$ cat src/rtl/cpu_mc_if.sv
// Bus bundle between the multi-cycle core and its instruction/data memories.
// The core side uses the master modport; memories and the bench use slave.
interface cpu_mc_if;
  logic        inst_req;
  logic [31:0] inst_addr;
  logic        inst_ready;
  logic [31:0] inst_rdata;
  logic        data_req;
  logic [31:0] data_addr;
  logic [3:0]  data_we;
  logic [31:0] data_wdata;
  logic        data_ready;
  logic [31:0] data_rdata;
  logic        halted;
  logic [1:0]  trap_cause;

  modport master (
    output inst_req, inst_addr, input inst_ready, inst_rdata,
    output data_req, data_addr, data_we, data_wdata, input data_ready, data_rdata,
    output halted, trap_cause
  );

  modport slave (
    input inst_req, inst_addr, output inst_ready, inst_rdata,
    input data_req, data_addr, data_we, data_wdata, output data_ready, data_rdata,
    input halted, trap_cause
  );
endinterface

$ cat src/rtl/cpu_mc.sv
// Multi-cycle RV32I/RV32E core: FETCH -> EXEC -> (MEM) -> FETCH, HALT on trap.
//   state | meaning
//   FETCH | inst_req held with inst_addr=pc until inst_ready, IR latched
//   EXEC  | one cycle: decode, ALU, branch/jump, writeback or address generation
//   MEM   | data_req held with fixed addr/we/wdata until data_ready
//   HALT  | trapped; no requests until rst
module cpu_mc #(
  parameter int          NUM_REGS = 32,
  parameter logic [31:0] RESET_PC = 32'h0
) (
  input logic      clk,
  input logic      rst,
  cpu_mc_if.master bus
);
  localparam int        RIW   = (NUM_REGS == 16) ? 4 : 5;
  localparam logic [5:0] NREG6 = 6'(NUM_REGS);

  localparam logic [6:0] OPC_LUI = 7'h37, OPC_AUIPC = 7'h17, OPC_JAL = 7'h6F,
                         OPC_JALR = 7'h67, OPC_BR = 7'h63, OPC_LD = 7'h03,
                         OPC_ST = 7'h23, OPC_OPI = 7'h13, OPC_OP = 7'h33,
                         OPC_SYS = 7'h73;

  typedef enum logic [1:0] {S_FETCH, S_EXEC, S_MEM, S_HALT} state_t;

  state_t      state_q;
  logic [31:0] pc_q, ir_q, data_addr_q, data_wdata_q;
  logic [3:0]  data_we_q;
  logic [1:0]  ea_lo_q, trap_q;
  logic        inst_req_q, data_req_q, halted_q;
  logic [31:0] regs_q [NUM_REGS];

  logic [6:0]  opc, f7;
  logic [4:0]  rd, rs1, rs2;
  logic [2:0]  f3;
  logic [31:0] imm_i, imm_s, imm_b, imm_u, imm_j;
  logic [31:0] rs1_v, rs2_v, alu_b, alu_r, wb_d, npc_d, ea_d, wdata_d, lsh, load_d;
  logic [3:0]  we_d;
  logic        alt, taken, illegal, bad_idx, use_rd, use_rs1, use_rs2;
  logic        is_mem, is_store, jump, ecall, mis;
  logic [1:0]  trap_d;

  assign opc = ir_q[6:0];
  assign rd  = ir_q[11:7];
  assign f3  = ir_q[14:12];
  assign rs1 = ir_q[19:15];
  assign rs2 = ir_q[24:20];
  assign f7  = ir_q[31:25];

  assign imm_i = {{20{ir_q[31]}}, ir_q[31:20]};
  assign imm_s = {{20{ir_q[31]}}, ir_q[31:25], ir_q[11:7]};
  assign imm_b = {{19{ir_q[31]}}, ir_q[31], ir_q[7], ir_q[30:25], ir_q[11:8], 1'b0};
  assign imm_u = {ir_q[31:12], 12'b0};
  assign imm_j = {{11{ir_q[31]}}, ir_q[31], ir_q[19:12], ir_q[20], ir_q[30:21], 1'b0};

  // Operand read (x0 and out-of-range indices read as zero) and ALU
  always_comb begin
    rs1_v = ({1'b0, rs1} < NREG6 && rs1 != 5'd0) ? regs_q[rs1[RIW-1:0]] : 32'h0;
    rs2_v = ({1'b0, rs2} < NREG6 && rs2 != 5'd0) ? regs_q[rs2[RIW-1:0]] : 32'h0;
    alu_b = (opc == OPC_OP) ? rs2_v : imm_i;
    // funct7[5] only selects SUB/SRA for OP, and only SRAI for OP-IMM
    alt   = (opc == OPC_OP) ? f7[5] : (f3 == 3'd5 && f7[5]);
    alu_r = 32'h0;
    case (f3)
      3'd0: alu_r = alt ? rs1_v - alu_b : rs1_v + alu_b;
      3'd1: alu_r = rs1_v << alu_b[4:0];
      3'd2: alu_r = {31'b0, $signed(rs1_v) < $signed(alu_b)};
      3'd3: alu_r = {31'b0, rs1_v < alu_b};
      3'd4: alu_r = rs1_v ^ alu_b;
      3'd5: alu_r = alt ? 32'($signed(rs1_v) >>> alu_b[4:0]) : rs1_v >> alu_b[4:0];
      3'd6: alu_r = rs1_v | alu_b;
      default: alu_r = rs1_v & alu_b;
    endcase
    taken = 1'b0;
    case (f3)
      3'd0: taken = (rs1_v == rs2_v);
      3'd1: taken = (rs1_v != rs2_v);
      3'd4: taken = ($signed(rs1_v) < $signed(rs2_v));
      3'd5: taken = ($signed(rs1_v) >= $signed(rs2_v));
      3'd6: taken = (rs1_v < rs2_v);
      3'd7: taken = (rs1_v >= rs2_v);
      default: taken = 1'b0;
    endcase
  end

  // Instruction decode: writeback value, next pc, memory request and trap cause
  always_comb begin
    illegal = 1'b0; use_rd = 1'b0; use_rs1 = 1'b0; use_rs2 = 1'b0;
    is_mem = 1'b0; is_store = 1'b0; jump = 1'b0; ecall = 1'b0;
    wb_d = alu_r; npc_d = pc_q + 32'd4; ea_d = rs1_v + imm_i;
    case (opc)
      OPC_LUI:   begin use_rd = 1'b1; wb_d = imm_u; end
      OPC_AUIPC: begin use_rd = 1'b1; wb_d = pc_q + imm_u; end
      OPC_JAL:   begin use_rd = 1'b1; wb_d = pc_q + 32'd4; npc_d = pc_q + imm_j; jump = 1'b1; end
      OPC_JALR: begin
        use_rd = 1'b1; use_rs1 = 1'b1; wb_d = pc_q + 32'd4; jump = 1'b1;
        npc_d = (rs1_v + imm_i) & ~32'h1;
        illegal = (f3 != 3'd0);
      end
      OPC_BR: begin
        use_rs1 = 1'b1; use_rs2 = 1'b1;
        illegal = (f3 == 3'd2 || f3 == 3'd3);
        if (taken) begin npc_d = pc_q + imm_b; jump = 1'b1; end
      end
      OPC_LD: begin
        use_rd = 1'b1; use_rs1 = 1'b1; is_mem = 1'b1;
        illegal = (f3 == 3'd3 || f3 == 3'd6 || f3 == 3'd7);
      end
      OPC_ST: begin
        use_rs1 = 1'b1; use_rs2 = 1'b1; is_mem = 1'b1; is_store = 1'b1;
        ea_d = rs1_v + imm_s;
        illegal = (f3 > 3'd2);
      end
      OPC_OPI: begin
        use_rd = 1'b1; use_rs1 = 1'b1;
        illegal = (f3 == 3'd1 && f7 != 7'h00) ||
                  (f3 == 3'd5 && f7 != 7'h00 && f7 != 7'h20);
      end
      OPC_OP: begin
        use_rd = 1'b1; use_rs1 = 1'b1; use_rs2 = 1'b1;
        illegal = !(f7 == 7'h00 || (f7 == 7'h20 && (f3 == 3'd0 || f3 == 3'd5)));
      end
      OPC_SYS: ecall = 1'b1;
      default: illegal = 1'b1;
    endcase
    bad_idx = (use_rd && {1'b0, rd} >= NREG6) || (use_rs1 && {1'b0, rs1} >= NREG6) ||
              (use_rs2 && {1'b0, rs2} >= NREG6);
    mis = (is_mem && ((f3[1:0] == 2'd1 && ea_d[0]) || (f3[1:0] == 2'd2 && ea_d[1:0] != 2'd0))) ||
          (jump && npc_d[1]);
    trap_d = ecall ? 2'd3 : (illegal || bad_idx) ? 2'd1 : mis ? 2'd2 : 2'd0;
    case (f3[1:0])
      2'd0:    we_d = 4'b0001 << ea_d[1:0];
      2'd1:    we_d = 4'b0011 << ea_d[1:0];
      default: we_d = 4'b1111;
    endcase
    wdata_d = rs2_v << {ea_d[1:0], 3'b000};
    lsh = bus.data_rdata >> {ea_lo_q, 3'b000};
    case (f3)
      3'd0:    load_d = {{24{lsh[7]}}, lsh[7:0]};
      3'd1:    load_d = {{16{lsh[15]}}, lsh[15:0]};
      3'd4:    load_d = {24'b0, lsh[7:0]};
      3'd5:    load_d = {16'b0, lsh[15:0]};
      default: load_d = lsh;
    endcase
  end

  // Control FSM with registered bus outputs, pc and register file
  always_ff @(posedge clk or posedge rst) begin
    if (rst) begin
      state_q      <= S_FETCH;
      pc_q         <= RESET_PC;
      ir_q         <= 32'h0;
      inst_req_q   <= 1'b0;
      data_req_q   <= 1'b0;
      data_addr_q  <= 32'h0;
      data_we_q    <= 4'h0;
      data_wdata_q <= 32'h0;
      ea_lo_q      <= 2'd0;
      halted_q     <= 1'b0;
      trap_q       <= 2'd0;
      for (int i = 0; i < NUM_REGS; i++) regs_q[i] <= 32'h0;
    end else begin
      case (state_q)
        S_FETCH: begin
          if (!inst_req_q) begin
            inst_req_q <= 1'b1;
          end else if (bus.inst_ready) begin
            ir_q       <= bus.inst_rdata;
            inst_req_q <= 1'b0;
            state_q    <= S_EXEC;
          end
        end
        S_EXEC: begin
          if (trap_d != 2'd0) begin
            halted_q <= 1'b1;
            trap_q   <= trap_d;
            state_q  <= S_HALT;
          end else if (is_mem) begin
            data_req_q   <= 1'b1;
            data_addr_q  <= {ea_d[31:2], 2'b00};
            data_we_q    <= is_store ? we_d : 4'h0;
            data_wdata_q <= is_store ? wdata_d : 32'h0;
            ea_lo_q      <= ea_d[1:0];
            state_q      <= S_MEM;
          end else begin
            if (use_rd && rd != 5'd0) regs_q[rd[RIW-1:0]] <= wb_d;
            pc_q       <= npc_d;
            inst_req_q <= 1'b1;
            state_q    <= S_FETCH;
          end
        end
        S_MEM: begin
          if (bus.data_ready) begin
            if (!is_store && rd != 5'd0) regs_q[rd[RIW-1:0]] <= load_d;
            data_req_q <= 1'b0;
            data_we_q  <= 4'h0;
            pc_q       <= pc_q + 32'd4;
            inst_req_q <= 1'b1;
            state_q    <= S_FETCH;
          end
        end
        default: ;
      endcase
    end
  end

  assign bus.inst_req   = inst_req_q;
  assign bus.inst_addr  = pc_q;
  assign bus.data_req   = data_req_q;
  assign bus.data_addr  = data_addr_q;
  assign bus.data_we    = data_we_q;
  assign bus.data_wdata = data_wdata_q;
  assign bus.halted     = halted_q;
  assign bus.trap_cause = trap_q;
endmodule

$ cat src/flat_wrapper.sv
// flat-port wrapper written by rule: the top's interface ports become plain ports
module cpu_mc_flat 
#(
  parameter int          NUM_REGS = 32,
  parameter logic [31:0] RESET_PC = 32'h0
)
  (clk, rst, bus_inst_req, bus_inst_addr, bus_inst_ready, bus_inst_rdata, bus_data_req, bus_data_addr, bus_data_we, bus_data_wdata, bus_data_ready, bus_data_rdata, bus_halted, bus_trap_cause);
  cpu_mc_if bus_i ();
  input logic clk;
  input logic rst;
  output wire logic [$bits(bus_i.inst_req)-1:0] bus_inst_req;
  output wire logic [$bits(bus_i.inst_addr)-1:0] bus_inst_addr;
  input wire logic [$bits(bus_i.inst_ready)-1:0] bus_inst_ready;
  input wire logic [$bits(bus_i.inst_rdata)-1:0] bus_inst_rdata;
  output wire logic [$bits(bus_i.data_req)-1:0] bus_data_req;
  output wire logic [$bits(bus_i.data_addr)-1:0] bus_data_addr;
  output wire logic [$bits(bus_i.data_we)-1:0] bus_data_we;
  output wire logic [$bits(bus_i.data_wdata)-1:0] bus_data_wdata;
  input wire logic [$bits(bus_i.data_ready)-1:0] bus_data_ready;
  input wire logic [$bits(bus_i.data_rdata)-1:0] bus_data_rdata;
  output wire logic [$bits(bus_i.halted)-1:0] bus_halted;
  output wire logic [$bits(bus_i.trap_cause)-1:0] bus_trap_cause;
  assign bus_inst_req = bus_i.inst_req;
  assign bus_inst_addr = bus_i.inst_addr;
  assign bus_i.inst_ready = bus_inst_ready;
  assign bus_i.inst_rdata = bus_inst_rdata;
  assign bus_data_req = bus_i.data_req;
  assign bus_data_addr = bus_i.data_addr;
  assign bus_data_we = bus_i.data_we;
  assign bus_data_wdata = bus_i.data_wdata;
  assign bus_i.data_ready = bus_data_ready;
  assign bus_i.data_rdata = bus_data_rdata;
  assign bus_halted = bus_i.halted;
  assign bus_trap_cause = bus_i.trap_cause;
  cpu_mc #(.NUM_REGS(NUM_REGS), .RESET_PC(RESET_PC)) u_core (.clk(clk), .rst(rst), .bus(bus_i));
endmodule
$ cat config.mk
export PLATFORM = sky130hd
export DESIGN_NAME = cpu_mc_flat
export DESIGN_NICKNAME = d
export VERILOG_FILES = /design/src/rtl/cpu_mc_if.sv /design/src/rtl/cpu_mc.sv /design/src/flat_wrapper.sv
export SDC_FILE = /design/constraint.sdc
export NUM_CORES = 2
export LEC_CHECK = 0
export ABC_AREA = 1
export CELL_PAD_IN_SITES_DETAIL_PLACEMENT = 1
export CELL_PAD_IN_SITES_GLOBAL_PLACEMENT = 2
export CORE_MARGIN = 5
export CORE_UTILIZATION = 32
export CTS_CLUSTER_DIAMETER = 120
export DETAILED_ROUTE_END_ITERATION = 12
export MAX_ROUTING_LAYER = met4
export PLACE_DENSITY = 0.82
export SETUP_SLACK_MARGIN = 0.1
export SLEW_MARGIN = 20
export SYNTH_ARGS = -nofsm -noshare
export SYNTH_HDL_FRONTEND = slang
export SYNTH_SLANG_ARGS = --single-unit
$ cat constraint.sdc
create_clock -name clk -period 36.4 [get_ports clk]
set_clock_uncertainty 0.05 [all_clocks]
set_input_delay 5.46 -clock clk [delete_from_list [all_inputs] [get_ports clk]]
set_output_delay 5.46 -clock clk [all_outputs]
set_load 0.01 [all_outputs]
**Word-level counts from Yosys, hierarchy flattened**

Cells that the tools add are included.

- $lt $le $gt $ge: 11
- Shift operators: 7
- Reductions and logical operators: 47
- Add/subtract/negate cells: 8
- Equal/unequal tests: 33
- Mux-type cells: 66
- Bitwise logic cells: 7

Operators with widths:

| cell | number |
|---|---|
| $mux W1024 | 5 |
| $bwmux W1024 | 2 |
| $pmux W1024 S2 | 1 |
| $mux W32 | 16 |
| $bmux W32 S5 | 2 |
| $pmux W32 S7 | 1 |
| $add A32 B32 Y32 | 6 |
| $pmux W32 S3 | 2 |
| $demux W32 S5 | 1 |
| $lt A32 B32 Y1 | 4 |
| $pmux W32 S4 | 1 |
| $ge A32 B32 Y1 | 2 |
| $pmux W32 S2 | 1 |
| $shl A32 B5 Y32 | 2 |
| $shr A32 B5 Y32 | 2 |
| $add A32 B3 Y32 const B | 1 |
| $and A32 B32 Y32 | 1 |
| $eq A32 B32 Y1 | 1 |
| $ne A32 B32 Y1 | 1 |
| $or A32 B32 Y32 | 1 |
| $sshr A32 B5 Y32 | 1 |
| $sub A32 B32 Y32 | 1 |
| $xor A32 B32 Y32 | 1 |
| $eq A7 B6 Y1 const B | 4 |
| 44 further kinds | 119 |

- Output and inout port bits: 105
- Register bits after elaboration: 1,163
- Word-level logic and storage cells: 222

**Depth between registers and ports, before layout**

- Depth in word-level cells: 18
- Gate-level depth with buffers: 40
- Gate-level depth less buffers: 36

**Worst setup path before layout**

Ideal clock, no wire load.

- Path kind: input to register
- Start: input bus_data_rdata[23]
- End: register u_core.regs_q[879] (netlist bit)
- Arrival: 7.458 ns
- Setup time: 0.066 ns
- Path slack: 28.827 ns
- Stages: 14
- Cell sequence: inv_1 o21ai_0 o21ai_0 or2_2 clkbuf_1 o211ai_1 o21bai_1 and2_1 clkbuf_1 clkbuf_1 nand2_1 nand2_1 nand2_1 nand2_1

- Word-level cells in the longest chain between the ends: 6

RTL lines:

| element | line | RTL |
|---|---|---|
| start, declared | flat_wrapper.sv:20 | `input wire logic [$bits(bus_i.data_rdata)-1:0] bus_data_rdata;` |
| $shr A32 B5 Y32 | cpu_mc.sv:136 | `lsh = bus.data_rdata >> {ea_lo_q, 3'b000};` |
| $pmux W32 S4 | cpu_mc.sv:137 | `case (f3)` |
| $bwmux W1024 | cpu_mc.sv:193 | `if (!is_store && rd != 5'd0) regs_q[rd[RIW-1:0]] <= load_d;` |
| $mux W1024 | cpu_mc.sv:193 |  |
| $mux W1024 | cpu_mc.sv:192 | `if (bus.data_ready) begin` |
| $pmux W1024 S2 | cpu_mc.sv:162 | `case (state_q)` |
| end signal, assigned by index | cpu_mc.sv:185 | `if (use_rd && rd != 5'd0) regs_q[rd[RIW-1:0]] <= wb_d;` |
| end signal, assigned by index | cpu_mc.sv:193 |  |
| end, declared | cpu_mc.sv:30 | `logic [31:0] regs_q [NUM_REGS];` |

Every way passes these cells. The select of a mux whose other input is x is not followed.
A chain may end at the register's enable or synchronous reset.

**Worst setup path in the final report**

- Start: register u_core.ir_q[21]
- End: register u_core.regs_q[104] (netlist bit)

- Word-level cells in the longest chain between the ends: 17
- Elaborated cells on any way between the ends: 50
- Those cells by class: add/sub: 4; order compare: 4; eq/ne: 3; shift: 3; mux: 23; bitwise: 4; reduce/logical: 9

RTL lines:

| element | line | RTL |
|---|---|---|
| start, declared | cpu_mc.sv:26 | `logic [31:0] pc_q, ir_q, data_addr_q, data_wdata_q;` |
| start signal, assigned | cpu_mc.sv:167 | `ir_q <= bus.inst_rdata;` |
| $not A5 Y6 (implied by the code) | cpu_mc.sv:58 | `rs2_v = ({1'b0, rs2} < NREG6 && rs2 != 5'd0) ? regs_q[rs2[RIW-1:0]] : 32'h0;` |
| $bmux W32 S5 | cpu_mc.sv:58 |  |
| $mux W32 (implied by the code) (2 in a row) | cpu_mc.sv:58 |  |
| $mux W32 | cpu_mc.sv:58 |  |
| $ge A32 B32 Y1, or another cell as far along | cpu_mc.sv:80 | `3'd7: taken = (rs1_v >= rs2_v);` |
| $pmux W1 S6 | cpu_mc.sv:74 | `case (f3)` |
| $mux W32 / $mux W1 (equally long branches) | cpu_mc.sv:102 | `if (taken) begin npc_d = pc_q + imm_b; jump = 1'b1; end` |
| $pmux W32 S3 / $pmux W1 S2 (equally long branches) | cpu_mc.sv:90 | `case (opc)` |
| $logic_and A1 B1 Y1 | cpu_mc.sv:128 | `(jump && npc_d[1]);` |
| $logic_or A1 B1 Y1 | cpu_mc.sv:127 | `mis = (is_mem && ((f3[1:0] == 2'd1 && ea_d[0]) \|\| (f3[1:0] == 2'd2 && ea_d[1:0] != 2'd0))) \|\|` |
| $mux W2 (3 in a row) | cpu_mc.sv:129 | `trap_d = ecall ? 2'd3 : (illegal \|\| bad_idx) ? 2'd1 : mis ? 2'd2 : 2'd0;` |
| $reduce_bool A2 Y1 | cpu_mc.sv:173 | `if (trap_d != 2'd0) begin` |
| $ne A2 B2 Y1 (no source line) | n/a |  |
| $reduce_and A6 Y1 (no source line) | n/a |  |

Parallel ways exist; a longest one is shown, timed or not. The select of a mux whose other input is x is not followed.

==> run metrics <==
outcome finished clean; count of maximum capacitance violations 0; nature of the critical path startpoint register; cell with the largest stage delay on the worst path nand4_4; Final setup violation count 0; Synth Cell Area 89100 um2; horizontal extent of the die 538 um; main flop type after synthesis dfrtp_1; Routed wire per std cell 30.5 um; Yosys reg bits 1162; simple-gate portion of the synthesized area 0.344; tightest slew margin relative to the limit 0.0767; per-instance average area after synthesis 6.44 um2; largest driver fanout on the critical path 76; CTS clock-pin slew for the worst setup and hold paths 0.06 ns; area delta synth->final 10.3%; CTS root buf clkbuf_16; height of the chip 538 um; number of primary I/O pins 173; maximum clock insertion buffer count 4; Post-route DRC 0; count of final hold-check violations 0; FMAX 92.2 MHz; Worst path max stage delay 0.86 ns; wire length reported by the detailed router 526000 um; 1st-pass router iterations 8; number of DRC violations after detailed-routing iteration 0 13400; data arrival time of the worst path 11.53 ns; Hold/Removal Path Class reg2reg; final cycle utilization of the critical path 0.298; reported leakage power 0.0482 uW; Setup Fix Bufs, Post-CTS 0; mean number of vias per cell 6.01; most common library cell in the layout ignoring fill and taps nand2_1; global-route wire length before repair 746000 um; weighted congestion reported at the end of routability-driven placement 1.04; shortest period the worst path allows 10.84 ns; register-to-register setup slack 25.56 ns; timing startpoint of the critical path u_core.ir_q[21]; setup TNS 0 ns; number of instances on the worst hold path 0; via count of the first global-routing pass 99900; Post-Synth XOR/XNOR Area 0.0110; total power per unit cell area 29.9 nW/um2; NumNets Final 13700; count of hold-fix buffers inserted at cts 0; main combinational cell family by area after synthesis simple AND/OR/NAND/NOR gates; commonest cells after routing, fill and taps aside nand2_1, nor2_1, o21ai_0; count of clock tree sinks 1162; WP data required 37.09 ns; unrepaired setup endpoints after global routing no; Seq/Total Area, Yosys 0.326; share of synthesized area spent on multiplexers 0.00250; type of element capturing the critical path register; total number of yosys warnings 0; class of the most critical setup path reg2reg; total number of placement rows 193; clock latency of the later-clocked register in the worst-skew pair 0.90 ns; placed wire-length estimate 352000 um; synth unique cells 75; number of inserted filler cells in the final layout 35600; Port Buffer Count 169; IR Drop Worst-Case VDD 0.0330 mV; via count of the routed design 104000; number of buffers created by CTS 156; antenna violations before repair 29; compound-cell area share of the yosys netlist 0.192; Async S/R FF share, synth 1.00; starting utilization of the core area 0.322; Reg-to-Reg Start u_core.ir_q[21]; H-tree Lvls 4; adder-cell area share of the yosys netlist 0.0330; Mapped Cells 13800; final count of pins violating max slew 0; maximum number of pins on one net before global-route repair 205; antenna viol nets, final 0; end of the critical path u_core.regs_q[104]; Resized cells post-CTS 0; R2R Path End u_core.regs_q[104]; actual transition at the worst max-transition pin 1.38 ns; CTS tree built; area of the core 277000 um2; layout cells sized above 1 0.0592; worst hold margin 0.328 ns; CP dominant cell by count nand2_1; number of enable-type register cells in the synthesized netlist 0; gr ovfl total 0; GRT Overall Usage 0.361; Die Area 289000 um2; Register-to-Register Path Depth 30
area by class of cell:
cell class                 instances  area (um2)  share of cell area
multi-input combinational      10800       52400               0.533
antenna                           15        37.5            0.000382
timing repair buffer             463        4050              0.0412
clock buffer                     239        4640              0.0472
tap                             3705        4640              0.0472
sequential                      1162       29100               0.296
inverter                         779        2990              0.0304
clock inverter                    34         419             0.00427
worst min path at each step:
stage | slack, ns | endpoint | from
global placement | 0.31 | u_core.regs_q[994] | u_core.regs_q[994]
detailed placement | 0.32 | u_core.regs_q[994] | u_core.regs_q[994]
global route | 0.36 | u_core.regs_q[994] | u_core.regs_q[994]
CTS | 0.33 | u_core.regs_q[994] | u_core.regs_q[994]
floorplan | 0.38 | u_core.regs_q[994] | u_core.regs_q[994]
finish | 0.33 | u_core.regs_q[994] | u_core.regs_q[994]
logic make-up (layout without fill, tap and decap cells):
logic type,after synthesis,after routing
fa+ha+maj,231,231
compound gates,2999,2999
flops,1162,1162
mux,21,21
buf+inv,1841,1515
xor+xnor,112,112
simple gates,7470,7470
other cells,1,18
critical path, delay by kind of cell, from the launching register on:
kind	cells	cell delay, ns
AOI/OAI and AO/OA	6	1.74
adders and majority gates	1	0.58
buffers and inverters	6	3.46
DFF	1	0.71
and+or+nand+nor	17	3.84
layer usage:
metal | global-route usage | share of wire | up-vias | wire, um
li1 | - | - | 44600 | -
met1 | 0.470 | 0.41 | 51800 | 217000
met2 | 0.517 | 0.42 | 5718 | 219000
met3 | 0.0873 | 0.11 | 1413 | 56200
met4 | 0.187 | 0.064 | 0 | 33600
met5 | - | 0 | - | 0
where the power goes:
group	internal [uW]	switching, uW	leakage, uW
clock	922	679	0.00249
sequential	1290	0	0.0148
combinational	9.48	38.7	0.0309
total	2220	717	0.0482
cell usage after synthesis (9+ instances only):
master	number	area (um2)
a211oi_1	22	165
a21boi_0	64	480
a21boi_1	135	1010
a21o_1	13	97.6
a21oi_1	633	3170
a221oi_1	19	166
a31oi_1	38	238
buf_1	41	154
buf_2	366	1830
buf_4	120	901
buf_6	35	394
clkbuf_1	499	1870
clkinv_1	19	71.3
dfrtp_1	1162	29100
ha_1	224	2800
inv_1	730	2740
inv_2	28	105
mux2_2	10	113
mux2i_1	11	110
nand2_1	4408	16500
nand2_2	16	100
nand3_1	1212	6070
nand3b_1	28	210
nand4_1	67	419
nor2_1	1537	5770
nor2_2	13	81.3
nor2_8	9	180
nor3_1	55	275
nor4_1	10	62.6
o2111ai_1	21	184
o211ai_1	211	1580
o21a_1	20	150
o21ai_0	1402	7020
o21ai_1	46	230
o21bai_1	43	323
o221ai_1	19	166
o22ai_1	251	1570
o31ai_1	20	150
o32ai_1	10	87.6
or2_2	63	394
xnor2_1	31	272
xor2_1	81	709
metrics by stage:
stage,setup WS [ns],std cells,instance area (um2),util,total power [uW]
6_report,25.56,17200,98300,0.355,2940
4_1_cts,25.96,17200,98200,0.355,2950
3_5_place_dp,26.01,16900,93100,0.337,1360
2_1_floorplan,14.85,13800,89100,-,1340
3_3_place_gp,26.12,16900,93100,0.336,1360
5_1_grt,25.50,17200,98200,0.355,3010
flip-flops by register name, summed over array words and instances (netlist names):
signal and cells:
u_core.bus.data_req 1, u_core.bus.inst_req 1, u_core.bus.data_wdata 32, u_core.state_q 2, u_core.ir_q 32, u_core.bus.trap_cause 2, u_core.bus.data_we 4, u_core.bus.halted 1
u_core.ea_lo_q 2, u_core.bus.data_addr 30, u_core.bus.inst_addr 31, u_core.regs_q 1024
Note: power is estimated with default switching activity, not from simulation.
